<file path="config.mk">
export PLATFORM = sky130hd
export DESIGN_NAME = rs_issue_scheduler
export DESIGN_NICKNAME = d
export VERILOG_FILES = /design/src/rtl/rs_issue_scheduler.sv
export SDC_FILE = /design/constraint.sdc
export NUM_CORES = 1
export LEC_CHECK = 0
export CORE_MARGIN = 2
export CORE_UTILIZATION = 60
export CTS_CLUSTER_DIAMETER = 120
export DETAILED_ROUTE_END_ITERATION = 6
export PLACE_DENSITY = 0.86
export SETUP_SLACK_MARGIN = 0.4
export SLEW_MARGIN = 20
export SYNTH_ARGS = -nofsm -noshare
export SYNTH_HDL_FRONTEND = slang
export SYNTH_SLANG_ARGS = --single-unit
</file>
<file path="constraint.sdc">
create_clock -name clock -period 7.8 [get_ports clock]
set_clock_uncertainty 0.1 [all_clocks]
set_input_delay 1.17 -clock clock [delete_from_list [all_inputs] [get_ports clock]]
set_output_delay 1.17 -clock clock [all_outputs]
set_load 0.1 [all_outputs]
</file>
<file path="src/rtl/rs_issue_scheduler.sv">
// rs_issue_scheduler: per-bank issue selection between one reservation-station
// bank and its functional-unit group. Each cycle it binds up to NUM_FU ready
// entries, in round-robin order, to the free FUs. It tracks occupancy of
// non-pipelined FUs and clears all state on a branch-recovery flush.
// Optional feature: define ISSUE_PERF_CNT_EN to add the perf_issued and
// perf_stall_cycles counter outputs.
module rs_issue_scheduler #(
  parameter int RS_SZ      = 8,
  parameter int NUM_FU     = 2,
  parameter int FU_LATENCY = 1,
  parameter int IDX_W      = $clog2(RS_SZ)
) (
  input  logic                    clock,
  input  logic                    reset,
  input  logic [RS_SZ-1:0]        entry_ready,
  input  logic                    flush,
  input  logic [NUM_FU-1:0]       fu_stall,
  output logic [NUM_FU-1:0]       issue_valid,
  output logic [NUM_FU*IDX_W-1:0] issue_idx,
  output logic [RS_SZ-1:0]        issue_clear,
`ifdef ISSUE_PERF_CNT_EN
  output logic [31:0]             perf_issued,
  output logic [31:0]             perf_stall_cycles,
`endif
  output logic [NUM_FU-1:0]       fu_busy
);

  logic [IDX_W-1:0]  rrPtr_q;
  logic [IDX_W-1:0]  rrPtr_d;
  logic [NUM_FU-1:0] fuIdle;
  logic [NUM_FU-1:0] fuAvail;
  logic [NUM_FU-1:0] fuFree;
  logic [IDX_W-1:0]  scanSel;
  logic [IDX_W-1:0]  lastSel;
  logic              anyGrant;
  logic              placed;
  int                scanPos;

  // Reset and flush both hold every FU unavailable, which is what silences the issue outputs.
  assign fuAvail = fuIdle & ~fu_stall & {NUM_FU{~flush & ~reset}};

  // Scan from rrPtr_q with wrap at RS_SZ, and bind each ready entry to the lowest-index free FU.
  always_comb begin
    issue_valid = '0;
    issue_idx   = '0;
    issue_clear = '0;
    fuFree      = fuAvail;
    lastSel     = rrPtr_q;
    anyGrant    = 1'b0;
    placed      = 1'b0;
    scanPos     = 0;
    scanSel     = '0;
    for (int j = 0; j < RS_SZ; j++) begin
      scanPos = int'(rrPtr_q) + j;
      if (scanPos >= RS_SZ) scanPos = scanPos - RS_SZ;
      scanSel = IDX_W'(scanPos);
      placed  = 1'b0;
      if (entry_ready[scanSel]) begin
        for (int k = 0; k < NUM_FU; k++) begin
          if (!placed && fuFree[k]) begin
            placed                       = 1'b1;
            fuFree[k]                    = 1'b0;
            issue_valid[k]               = 1'b1;
            issue_idx[k*IDX_W +: IDX_W]  = scanSel;
            issue_clear[scanSel]         = 1'b1;
            lastSel                      = scanSel;
            anyGrant                     = 1'b1;
          end
        end
      end
    end
  end

  // Priority moves just past the last granted entry; flush returns it to entry 0.
  always_comb begin
    rrPtr_d = rrPtr_q;
    if (flush) begin
      rrPtr_d = '0;
    end else if (anyGrant) begin
      rrPtr_d = (lastSel == IDX_W'(RS_SZ - 1)) ? '0 : lastSel + 1'b1;
    end
  end

  // Round-robin pointer register.
  always_ff @(posedge clock or posedge reset) begin
    if (reset) rrPtr_q <= '0;
    else       rrPtr_q <= rrPtr_d;
  end

  generate
    if (FU_LATENCY > 1) begin : gBusy
      localparam int CNT_W = $clog2(FU_LATENCY + 1);
      logic [CNT_W-1:0] busyCnt_q [NUM_FU];
      logic [CNT_W-1:0] busyCnt_d [NUM_FU];

      // A grant reloads the counter. Otherwise it counts down to zero, stall or not; flush zeroes it.
      always_comb begin
        for (int k = 0; k < NUM_FU; k++) begin
          busyCnt_d[k] = busyCnt_q[k];
          if (flush) begin
            busyCnt_d[k] = '0;
          end else if (issue_valid[k]) begin
            busyCnt_d[k] = CNT_W'(FU_LATENCY - 1);
          end else if (busyCnt_q[k] != '0) begin
            busyCnt_d[k] = busyCnt_q[k] - 1'b1;
          end
        end
      end

      // Occupancy counters; reset clears them asynchronously.
      always_ff @(posedge clock or posedge reset) begin
        if (reset) begin
          for (int k = 0; k < NUM_FU; k++) busyCnt_q[k] <= '0;
        end else begin
          for (int k = 0; k < NUM_FU; k++) busyCnt_q[k] <= busyCnt_d[k];
        end
      end

      // An FU is idle once its counter has drained.
      always_comb begin
        for (int k = 0; k < NUM_FU; k++) fuIdle[k] = (busyCnt_q[k] == '0);
      end
    end else begin : gNoBusy
      assign fuIdle = '1;
    end
  endgenerate

  assign fu_busy = ~fuIdle;

`ifdef ISSUE_PERF_CNT_EN
  logic [31:0] perfIssued_q;
  logic [31:0] perfStall_q;

  // Issue and starvation counters. Flush does not clear them; they wrap at 2^32.
  always_ff @(posedge clock or posedge reset) begin
    if (reset) begin
      perfIssued_q <= '0;
      perfStall_q  <= '0;
    end else begin
      perfIssued_q <= perfIssued_q + 32'($countones(issue_valid));
      if ((entry_ready != '0) && (issue_valid == '0)) perfStall_q <= perfStall_q + 32'd1;
    end
  end

  assign perf_issued       = perfIssued_q;
  assign perf_stall_cycles = perfStall_q;
`endif

endmodule

</file>
==> results.cfg <==
[clock_tree]
clockRootBuffer = clkbuf_8
numClockSinks = 3
clkTransAtPathRegs_ps = 30
cts_tree = yes
clock_latency_ps = 220
clockBufferDepth = 2
post_cts_resized = 0
hold_buffers = 0
cts_buffers = 3
cts_max_level = 1
postCtsSetupBuffers = 0

[floorplanning]
dieWidth_um = 66.2
die_h_um = 66.2
io_pins = 31
core_area_sq_um = 3690
die_area_sq_um = 4380
initial_core_util = 0.629
rows = 22

[logic_synthesis]
muxShareOfSynthArea = 0.235
async_flop_share = 1.00
synth.area.top_cells = mux4_2 13%, nand2_1 6.8%, a21oi_1 5.2%
yosys-top-cells-count = 42 x nand2_1, 24 x a21oi_1, 23 x nor2_1, 23 x o21ai_0, 14 x nor3_1
synth-seq-cells = 3
postSynthCellCount = 314
synth_xor_area_frac = 0.0340
synth_top_family_by_area = compound AO/OA/AOI/OAI gates
synth-compound-area-share = 0.326
synth.distinct_cells = 68
syn-cell-area_sq_um = 2320
synth_flop_cell = dfrtp_1
syn_avg_cell_area_sq_um = 7.39
yosys_warnings = 0
synth.largest_area_cell = mux4_2
post-synth-top-count-cell = nand2_1
synthAdderAreaFrac = 0.0523
yosys.area_share.simple = 0.250
synth_top_area_frac = 0.126
synth_edf_count = 0
yosysSeqAreaShare = 0.0323

[finish]
final_core_util = 0.694
antenna_cells = 0
num-fill-cells = 315
regMostFlops = rrPtr_q
stdcell_count = 374
regArea_sq_um = 75.1
top_regs = rrPtr_q: 3 flops
largest_register_ffs = 3
drive_gt1_frac = 0.193
synthToLayoutAreaGrowth_pct = 10.3
multi_input_area_sq_um = 2090
nNetsFinal = 348

[drt]
vias = 2698
drc = 0
detail_route.vias_per_cell = 7.21
drt_iter0_drc = 337
dr.pass1.iters = 5
drtAntennaViolNets = 0
routed_wl_um = 7330
wl_per_cell_um = 19.6

[timing]
fin_crit_ps = 6640
relSlewSlack = 0.359
setup_viol = 0
finalCritPeriodShare = 0.852
slew_violations = 0
hold_viol = 0
setup_tns_ps = 0
max_freq_ghz = 0.151
grt_setup_unrepaired = no
worst_pin_slew_ps = 958

[worst_setup_path]
crit_arrival_ps = 5370
slowest_stage = ha_1
cp_slowest_stage_delay_ps = 940
end_kind = output port
cp-start-kind = flip-flop
critPathKind = flip-flop to output port
cp_cell_sequence = inv_1 > ha_1 > mux4_2 > mux2_2 > nor4_4 > a21boi_2 > o211ai_1 > and2_4 > or2_0 > a22oi_1 > mux2_2 > buf_4
worstPathRequired_ps = 6530
crit_top_cell = mux2_2
cp_max_fo = 23

[global_routing]
grtUsageTotal = 0.343
antenna_found_initial = 0
grt_first_pass_wirelength_um = 11800
grt_max_degree = 26
grt_pass1_vias = 2341
overflow = 0

[placed_design]
place_congestion = 1.04
place.detailed.hpwl_um = 5600
place_inst = 370
port_buffers = 28

[min_path]
hold_class = flip-flop to flip-flop

[run]
cap_viol_max_count = 0

[run_status]
outcome = completed
==> metal layers <==
metal | up-vias | part of all wire | global-route usage | wire length, um
li1 | 1253 | - | - | -
met4 | 0 | 0.032 | 0.0791 | 238
met2 | 191 | 0.45 | 0.554 | 3330
met5 | - | 0 | 0 | 0
met3 | 25 | 0.12 | 0.0784 | 850
met1 | 1229 | 0.40 | 0.464 | 2910
==> logic make-up (layout without fill, tap and decap cells) <==
logic type	after synthesis	count (layout)
and+or+nand+nor	115	115
AOI/OAI and AO/OA	110	110
muxes	35	35
buffers and inverters	31	42
adders and majority gates	10	10
xor gates and xnor gates	9	9
DFF	3	3
other	1	2
==> final timing paths <==
check / to / slack (ps) / depth (start not counted) / start
setup / recovery: issue_clear[2] / 1160 / 12 / rrPtr_q[1]$_DFFE_PP0P_
hold reg to reg: rrPtr_q[0]$_DFFE_PP0P_ / 810 / 2 / rrPtr_q[0]$_DFFE_PP0P_
setup reg to reg: rrPtr_q[0]$_DFFE_PP0P_ / 1830 / 15 / rrPtr_q[1]$_DFFE_PP0P_
hold / removal: rrPtr_q[0]$_DFFE_PP0P_ / 810 / 2 / rrPtr_q[0]$_DFFE_PP0P_
max in group asynchronous: rrPtr_q[0]$_DFFE_PP0P_ / 6270 / 2 / reset
min in group asynchronous: rrPtr_q[2]$_DFFE_PP0P_ / 1160 / 2 / reset
==> through the flow <==
step	hold slack, ps	worst slack, ps	cell area [sq um]
final	812	1160	2560
after global placement	796	1620	2510
after detailed placement	817	1530	2510
after CTS	823	1280	2560
after floorplan	676	1360	2320
after global routing	857	914	2560
==> critical path, delay by kind of cell (launching register included) <==
kind            cells  cell delay [ps]
flops               1              810
simple gates        3              860
fa+ha+maj           1              940
compound gates      3              590
buf+inv             2              690
mux                 3             1260
==> final cells by class <==
type | count | area share
tap | 48 | 0.0235
sequential | 3 | 0.0293
timing repair buffer | 31 | 0.104
multi-input combinational | 281 | 0.816
inverter | 7 | 0.0103
clock buffer | 4 | 0.0176
==> cell usage in the layout (no fill, tap or decap), types with 4 or more instances in the layout <==
cell,count
a31oi_1,6
a21oi_1,24
xnor2_1,7
mux2_2,10
buf_4,18
nand2_1,42
o22ai_1,5
clkdlybuf4s50_1,13
mux2i_1,8
nor2_1,23
o21ai_0,23
or3_1,6
inv_1,4
ha_1,8
nor3_1,14
a22oi_1,7
nand3_1,9
o211ai_1,8
mux4_2,13
Power is left out: the tool's default activity adds up to more than one toggle a clock period on the data nets, which glitch-free logic cannot reach.
